File: config.mk
export PLATFORM = sky130hd
export DESIGN_NAME = add_sub_unit
export DESIGN_NICKNAME = d
export VERILOG_FILES = /design/src/rtl/add_sub_pkg.sv /design/src/rtl/add_sub_unit_full_adder.sv /design/src/rtl/add_sub_unit.sv
export SDC_FILE = /design/constraint.sdc
export NUM_CORES = 1
export LEC_CHECK = 0
export BUFFER_PORTS_ARGS = -buffer_cell sky130_fd_sc_hd__buf_2
export CORE_AREA = 2 2 39 41
export CTS_CLUSTER_DIAMETER = 30
export DETAILED_ROUTE_END_ITERATION = 6
export DIE_AREA = 0 0 41 43
export GPL_ROUTABILITY_DRIVEN = 0
export HOLD_SLACK_MARGIN = 0.05
export SETUP_SLACK_MARGIN = 0.05
export SYNTH_ARGS = -nofsm -noshare
export SYNTH_HDL_FRONTEND = slang
export SYNTH_SLANG_ARGS = --single-unit
File: constraint.sdc
create_clock -name clk -period 0.8 [get_ports clk]
set_clock_uncertainty 0.05 [all_clocks]
set_input_delay 0.08 -clock clk [delete_from_list [all_inputs] [get_ports clk]]
set_output_delay 0.08 -clock clk [all_outputs]
set_load 0.005 [all_outputs]
File: src/rtl/add_sub_pkg.sv
// Shared constants and result type for the add/subtract unit.
package add_sub_pkg;
  localparam logic OP_ADD = 1'b0;
  localparam logic OP_SUB = 1'b1;

  // Reference result layout at the default 4-bit width.
  localparam int ADDSUB_W = 4;

  typedef struct packed {
    logic                carry;
    logic [ADDSUB_W-1:0] sum;
  } addsub_res_t;
endpackage

File: src/rtl/add_sub_unit_full_adder.sv
// One-bit full adder stage of the ripple-carry chain.
module full_adder (
  input  logic a,
  input  logic b,
  input  logic cin,
  output logic sum,
  output logic cout
);
  assign sum  = a ^ b ^ cin;
  assign cout = (a & b) | (cin & (a ^ b));
endmodule

File: src/rtl/add_sub_unit.sv
// Registered two's-complement adder/subtractor on a single ripple chain.
// Optional build macro ADDSUB_OVF_EN adds a registered signed-overflow flag (ovf).
module add_sub_unit
  import add_sub_pkg::*;
#(
  parameter int WIDTH = 4
) (
  input  logic             clk,
  input  logic             rst,
  input  logic             in_valid,
  input  logic [WIDTH-1:0] a,
  input  logic [WIDTH-1:0] b,
  input  logic             s,
  output logic [WIDTH-1:0] out,
  output logic             o,
`ifdef ADDSUB_OVF_EN
  output logic             ovf,
`endif
  output logic             out_valid
);
  logic [WIDTH-1:0] b_eff;
  logic [WIDTH-1:0] sum;
  logic [WIDTH:0]   carry;

  // Subtract is a + ~b + 1: invert b and feed s in as the chain's carry-in.
  assign b_eff    = (s == OP_SUB) ? ~b : b;
  assign carry[0] = s;

  for (genvar i = 0; i < WIDTH; i++) begin : g_fa
    full_adder u_fa (
      .a    (a[i]),
      .b    (b_eff[i]),
      .cin  (carry[i]),
      .sum  (sum[i]),
      .cout (carry[i+1])
    );
  end

  always_ff @(posedge clk or posedge rst) begin
    if (rst) begin
      out       <= '0;
      o         <= 1'b0;
      out_valid <= 1'b0;
    end else begin
      out_valid <= in_valid;
      if (in_valid) begin
        out <= sum;
        o   <= carry[WIDTH];
      end
    end
  end

`ifdef ADDSUB_OVF_EN
  // Carry into and out of the MSB disagree exactly on signed overflow.
  always_ff @(posedge clk or posedge rst) begin
    if (rst)           ovf <= 1'b0;
    else if (in_valid) ovf <= carry[WIDTH-1] ^ carry[WIDTH];
  end
`endif
endmodule

==> results of run 1 <==
## power groups by stage
stage	Sequential, mW	Clock (mW)	Combinational [mW]
finish	0.396	0.262	0.361
global route	0.405	0.294	0.397
CTS	0.395	0.279	0.360
detailed placement	0.401	0	0.298
global placement	0.400	0	0.283
floorplan	0.406	0	0.153
## per-stage QoR
step	hold slack (ps)	instances	setup WS, ps
2_1_floorplan	-179	27	-961
3_3_place_gp	-56.7	62	-1170
3_5_place_dp	-46.3	62	-1210
4_1_cts	23.7	69	-899
5_1_grt	44.1	69	-919
6_report	46.7	69	-896
## repair_timing
action,CTS,global route
setup endpoints to repair,10,11
buffers inserted,3,0
gates resized for setup,11,3
hold endpoints to repair,7,1
pin swaps,1,1
## cell usage after synthesis
master                    number
sky130_fd_sc_hd__a21oi_1       2
sky130_fd_sc_hd__buf_6         1
sky130_fd_sc_hd__dfrtp_1       6
sky130_fd_sc_hd__fa_1          3
sky130_fd_sc_hd__inv_1         5
sky130_fd_sc_hd__mux2_4        2
sky130_fd_sc_hd__mux2i_1       2
sky130_fd_sc_hd__nor2_1        2
sky130_fd_sc_hd__xnor2_1       3
sky130_fd_sc_hd__xor2_1        1
## flip-flops by register name, summed over array words and instances (netlist names)
register	count
out	4
o	1
out_valid	1
## layout make-up
cell class                 count  area share (%)
clock buffer                   3            3.84
inverter                       5            3.20
multi-input combinational     15            34.8
sequential                     6            25.6
tap                           16            3.41
timing repair buffer          24            29.2
## per-layer routing
layer	GRT usage (%)	up-vias
met3	1.57	0
met1	9.51	124
met2	12.2	18
li1	-	137
met4	8.00	0
met5	0	-
## worst min-delay path by stage
stage	end	slack (ps)	depth (start not counted)	start
6_report	out_valid$_DFF_PP0_	50	1	in_valid
5_1_grt	out_valid$_DFF_PP0_	40	1	in_valid
4_1_cts	out_valid$_DFF_PP0_	20	1	in_valid
3_5_place_dp	out_valid$_DFF_PP0_	-50	2	rst
3_3_place_gp	out_valid$_DFF_PP0_	-60	2	rst
2_1_floorplan	o$_DFFE_PP0P_	-180	1	rst
## cell families after synthesis
group                    count (synthesis)  synth area share [%]
AND/OR/NAND/NOR                          2                  2.19
buffers and inverters                    6                  8.76
flip-flops                               6                  43.8
adder cells (fa/ha/maj)                  3                  17.5
multiplexers                             4                  14.6
AO/OA/AOI/OAI                            2                  2.92
XOR/XNOR                                 4                  10.2
## worst max-delay path, stage by stage
cell,delay [ps]
sky130_fd_sc_hd__buf_12,110
sky130_fd_sc_hd__xnor2_4,130
sky130_fd_sc_hd__fa_2,360
sky130_fd_sc_hd__fa_2,350
sky130_fd_sc_hd__inv_2,60
sky130_fd_sc_hd__fa_2,410
sky130_fd_sc_hd__mux2_4,260
==> impl_metrics.json, run 1 <==
{
  "worst_r2r_endpoint": "o$_DFFE_PP0P_",
  "fmax_mhz": 590,
  "multi_input_area_um2": 204,
  "placement.cell_area_um2": 483,
  "setup.worst_path.start_class": "primary input",
  "timing.final.max_slew_violations": 0,
  "cts_tree": "done",
  "critPathRequiredTime_ps": 870,
  "commonest_cells_after_routing_fill_and_taps_aside": "sky130_fd_sc_hd__buf_2 (14), sky130_fd_sc_hd__dfrtp_1 (6), sky130_fd_sc_hd__buf_4 (5), sky130_fd_sc_hd__inv_1 (4)",
  "worst_slack_ps": -896,
  "row_count": 14,
  "setup-tns-final_ps": -2210,
  "route.detailed.drc": 0,
  "detail_route.iter0.violations": 0,
  "start_util_pct": 24.8,
  "wl_per_cell_um": 9.83,
  "hold_viol": 0,
  "outcome": "finished with violations",
  "finalSetupViolCount": 10,
  "rr_worst_depth": 1,
  "layout.nets": 70,
  "drtAntennaViolNets": 0,
  "worstPathArrival_ps": 1770,
  "antenna_cells_inserted": 0,
  "tritoncts_num_sinks": 6,
  "maximum_fanout_along_the_worst_path": 4,
  "route.top_layer_used": "met3",
  "synth_to_final_area_change_pct": 71.2,
  "power_density_nw_per_um2": 1740,
  "grt_pass1_wl_um": 952,
  "routed-wl-met2_um": 319,
  "buffer_ports.inserted": 17,
  "cts.htree.levels": 1,
  "stdcell_area_um2": 587,
  "ir_worst_vdd_mv": 0.486,
  "worst-r2r-setup-slack_ps": -10,
  "worst_setup_hold_path_clk_slew_ps": 40,
  "post_synth.cell_area_avg_um2": 12.7,
  "synth.area.top_cells": "sky130_fd_sc_hd__dfrtp_1 (44%), sky130_fd_sc_hd__fa_1 (18%), sky130_fd_sc_hd__mux2_4 (8.8%)",
  "via_count_of_the_first_global_routing_pass": 266,
  "mostFrequentLayoutCell": "sky130_fd_sc_hd__buf_2",
  "min_period_over_period_pct": 212,
  "switching_share_pct": 25.8,
  "num_vias": 279,
  "largest_net_degree_at_the_start_of_global_routing": 9,
  "fillers": 145,
  "met1_length_um": 277,
  "power.switching_mw": 0.263,
  "synth_top_cell_by_area": "sky130_fd_sc_hd__dfrtp_1",
  "power_frac_comb_pct": 35.4,
  "layout-drive-gt1-share_pct": 67.9,
  "synth.cell_area_um2": 343,
  "worst_pin_slew_ps": 224,
  "post_drt_via_cell_ratio": 4.04,
  "globalRouteTotalUtil_pct": 8.38,
  "slew_headroom_pct": 85.0,
  "sequential_cell_area_um2": 150,
  "num_cts_buffers": 3,
  "ioPinCount": 18,
  "leftover_overflow_at_the_end_of_global_routing": 0,
  "timing.critical_path.to": "out[3]$_DFFE_PP0P_",
  "min_period_ps": 1700,
  "chipHeight_um": 43,
  "core_region_area_um2": 1380,
  "die_width_um": 41,
  "internal_power_mw": 0.755,
  "final_util_pct": 42.4,
  "ys_ff_latch": 6,
  "max-cap-violations": 0,
  "critical_path_class": "in2reg",
  "power_frac_clock_pct": 25.7,
  "worst_r2r_startpoint": "o$_DFFE_PP0P_",
  "hold_class": "in2reg",
  "grt_antenna_before_repair": 0,
  "clk_latency_ps": 240,
  "detail_route.wirelength_um": 678,
  "post_layout_total_power_mw": 1.02,
  "setup.worst_path.end_class": "flop",
  "cts_hold_buffers": 1,
  "crit_start": "s",
  "clk_path_buf_depth": 2,
  "synth_nets": 42,
  "synth.yosys.seq_area_share_pct": 43.8,
  "synth_top_area_share_pct": 43.8,
  "cellLeakagePower_nw": 0.290,
  "synth.distinct_cells": 10,
  "dr.pass1.iters": 1,
  "wl_met3_um": 82,
  "yosys_warnings": 0,
  "die-area_um2": 1760,
  "synthesis.instances": 27,
  "place.detailed.hpwl_um": 563,
  "ctsRootBufferMaster": "sky130_fd_sc_hd__clkbuf_4",
  "failed_checks": "setup timing",
  "power_frac_seq_pct": 38.9,
  "grt_setup_unrepaired": "true"
}
Power figures use the tool's default switching activity.
==> run 2, diff against run 1 <==
--- a/config.mk
+++ b/config.mk
@@ -15,4 +15,5 @@
 export SETUP_SLACK_MARGIN = 0.05
 export SYNTH_ARGS = -nofsm -noshare
 export SYNTH_HDL_FRONTEND = slang
+export SYNTH_HIERARCHICAL = 1
 export SYNTH_SLANG_ARGS = --single-unit
==> run 2 against run 1 <==
- the flow still finishes with violations (setup timing)
- worst setup slack got worse by 300 ps
- final cell count down 14%
- flip-flop and latch count is the same
- wire length down 5.8%
- non-clock buffer count is 4 lower
- combinational power fell by 3%
- global-route usage up 0.67 points
- power is 1.9% higher
- sequential share of layout area increased by 2.9 points
- worst hold slack gained 140 ps
- clock-buffer cell count stayed put
- largest cell class unchanged
==> impl_metrics.json, run 2 <==
{
  "yosys_warnings": 6,
  "critical_path_buf_inv_count": 1,
  "post_drt_via_cell_ratio": 3.86,
  "synth.distinct_cells": 5,
  "worst-r2r-setup-slack_ps": 0,
  "core_region_area_um2": 1380,
  "hold_class": "in2reg",
  "detail_route.iter0.violations": 0,
  "worst_hold_endpoint": "out[2]$_DFFE_PP0P_",
  "detail_route.wirelength_um": 639,
  "power_frac_seq_pct": 39.9,
  "switching_share_pct": 25.7,
  "ioPinCount": 18,
  "finalSetupViolCount": 11,
  "slew_headroom_pct": 84.7,
  "worst_slack_ps": -1190,
  "layout-drive-gt1-share_pct": 72.1,
  "worst_pin_slew_ps": 230,
  "hold_viol": 0,
  "synth_top_area_share_pct": 46.2,
  "failed_checks": "setup timing",
  "commonest_cells_after_routing_fill_and_taps_aside": "sky130_fd_sc_hd__buf_2 (16), sky130_fd_sc_hd__dfrtp_1 (6), sky130_fd_sc_hd__mux2_4 (5), sky130_fd_sc_hd__fa_2 (4)",
  "start_util_pct": 23.5,
  "synth.cells.most_frequent": "sky130_fd_sc_hd__dfrtp_1 (6), sky130_fd_sc_hd__mux2_2 (5), sky130_fd_sc_hd__fa_1 (4), sky130_fd_sc_hd__xor2_1 (4), sky130_fd_sc_hd__inv_1 (1)",
  "grt_pass1_wl_um": 952,
  "synth.yosys.seq_area_share_pct": 46.2,
  "min_period_ps": 1990,
  "worst_path_largest_cell_delay_ps": 410,
  "worst_r2r_startpoint": "out[1]$_DFFE_PP0P_",
  "row_count": 14,
  "setup-tns-final_ps": -4230,
  "num_vias": 228,
  "cts.htree.levels": 1,
  "reg.largest.list": "out: 4 flops, o: 1 flops, out_valid: 1 flops",
  "route.detailed.drc": 0,
  "critical_path_class": "in2reg",
  "worstPathArrival_ps": 2060,
  "synth_top_cell_by_area": "sky130_fd_sc_hd__dfrtp_1",
  "timing.final.max_slew_violations": 0,
  "asyncSetResetFlopFracSynth_pct": 100,
  "worst_setup_hold_path_clk_slew_ps": 50,
  "die-area_um2": 1760,
  "dp_worst_setup_slack_ps": -1470,
  "critPathSlowestCell": "sky130_fd_sc_hd__fa_2",
  "power_density_nw_per_um2": 1970,
  "internal_power_mw": 0.772,
  "min_delay_path_depth": 2,
  "setup.worst_path.end_class": "flop",
  "synth_nets": 36,
  "yosysMostFrequentCell": "sky130_fd_sc_hd__dfrtp_1",
  "ys_ff_latch": 6,
  "stdcell_area_um2": 527,
  "dr.pass1.iters": 1,
  "die_width_um": 41,
  "fmax_mhz": 502,
  "rr_worst_depth": 1,
  "largest_net_degree_at_the_start_of_global_routing": 7,
  "ir_worst_vdd_mv": 0.793,
  "layout.nets": 61,
  "final_util_pct": 38.1,
  "power.switching_mw": 0.267,
  "wl_per_cell_um": 10.8,
  "power_frac_clock_pct": 26.4,
  "max-cap-violations": 0,
  "chipHeight_um": 43,
  "cp_common_cell": "sky130_fd_sc_hd__fa_2",
  "tritoncts_num_sinks": 6,
  "maximum_fanout_along_the_worst_path": 2,
  "worst_r2r_endpoint": "out[1]$_DFFE_PP0P_",
  "worstPathCellList": "buf_8, xor2_2, fa_2, fa_2, fa_2, fa_2, mux2_4",
  "synth.cell_area_um2": 325,
  "critPathRequiredTime_ps": 870,
  "grt_setup_unrepaired": "true",
  "cellLeakagePower_nw": 0.258,
  "min_period_over_period_pct": 249,
  "count_of_flip_flops_with_a_built_in_enable_after_synthesis": 0,
  "setup.worst_path.start_class": "primary input",
  "worstHoldStart": "in_valid",
  "clk_path_buf_depth": 2,
  "leftover_overflow_at_the_end_of_global_routing": 0,
  "post_synth.cell_area_avg_um2": 16.3,
  "clk_latency_ps": 240,
  "outcome": "finished with violations",
  "ctsRootBufferMaster": "sky130_fd_sc_hd__clkbuf_4",
  "synth_to_final_area_change_pct": 61.9,
  "antenna_cells_inserted": 0,
  "cts_tree": "done",
  "mostFrequentLayoutCell": "sky130_fd_sc_hd__buf_2",
  "placement.cell_area_um2": 459,
  "grt_antenna_before_repair": 0,
  "synth.area.top_cells": "sky130_fd_sc_hd__dfrtp_1 (46%), sky130_fd_sc_hd__fa_1 (25%), sky130_fd_sc_hd__mux2_2 (17%)",
  "drtAntennaViolNets": 0,
  "via_count_of_the_first_global_routing_pass": 235,
  "path_delay_family": "adder cells",
  "globalRouteTotalUtil_pct": 9.05,
  "num_cts_buffers": 3,
  "largest_register": "out",
  "largest_register_ff_count": 4,
  "power_frac_comb_pct": 33.7,
  "buffer_ports.inserted": 17,
  "yosys_most_used_dff": "sky130_fd_sc_hd__dfrtp_1",
  "synthesis.instances": 20
}
==> run 2: cell count changes in the layout (fill, tap and decap cells not counted), sizes merged, moves of 2 or more <==
cell	previous run	this run
xnor2	3	0
mux2	2	5
inv	5	1
nor2	2	0
buf	23	18
xor2	1	4
a21oi	2	0
mux2i	2	0
==> run 2: worst max-delay path by stage <==
stage,startpoint,end,cells past startpoint
after floorplan,s,out[3]$_DFFE_PP0P_,6
after global placement,s,out[3]$_DFFE_PP0P_,7
after detailed placement,s,out[3]$_DFFE_PP0P_,7
after CTS,s,out[3]$_DFFE_PP0P_,7
after global routing,s,out[3]$_DFFE_PP0P_,7
final,s,out[3]$_DFFE_PP0P_,7
==> run 2: cell type report <==
type / instances / area, µm²
Fill cell: 138 / 857
Multi-Input combinational cell: 13 / 208
Sequential cell: 6 / 150
Timing Repair Buffer: 20 / 123
Clock buffer: 3 / 22.5
Tap cell: 16 / 20.0
Inverter: 1 / 3.75
==> run 2: through the flow <==
step	total power, mW	hold WS [ps]	instances
final	1.04	186	59
after global routing	1.13	172	59
after CTS	1.06	12.7	58
after detailed placement	0.717	-50.0	54
after global placement	0.710	-52.2	54
after floorplan	0.564	-179	20
==> run 2: power groups by stage <==
stage | logic [mW] | registers, mW | clock network [mW]
2_1_floorplan | 0.140 | 0.424 | 0
3_3_place_gp | 0.292 | 0.417 | 0
3_5_place_dp | 0.300 | 0.418 | 0
4_1_cts | 0.348 | 0.416 | 0.293
5_1_grt | 0.388 | 0.427 | 0.316
6_report | 0.350 | 0.414 | 0.274
==> run 2: cells by family after synthesis <==
| family | after synthesis | synth area share [%] |
|---|---|---|
| DFF | 6 | 46.2 |
| buffers and inverters | 1 | 1.15 |
| xor gates and xnor gates | 4 | 10.8 |
| adders and majority gates | 4 | 24.6 |
| muxes | 5 | 17.3 |
==> run 2: what timing repair did <==
action	4_1_cts	5_1_grt
setup buffers	0	0
hold buffers	1	1
resized for setup	5	1
endpoints found under the hold margin	7	1
setup endpoints to repair	11	11
==> run 2: per-layer routing <==
layer / wire [µm] / track usage (%)
met5: 0 / 0
met4: 14 / 10.0
met3: 54 / 4.71
met2: 289 / 11.3
met1: 281 / 9.73
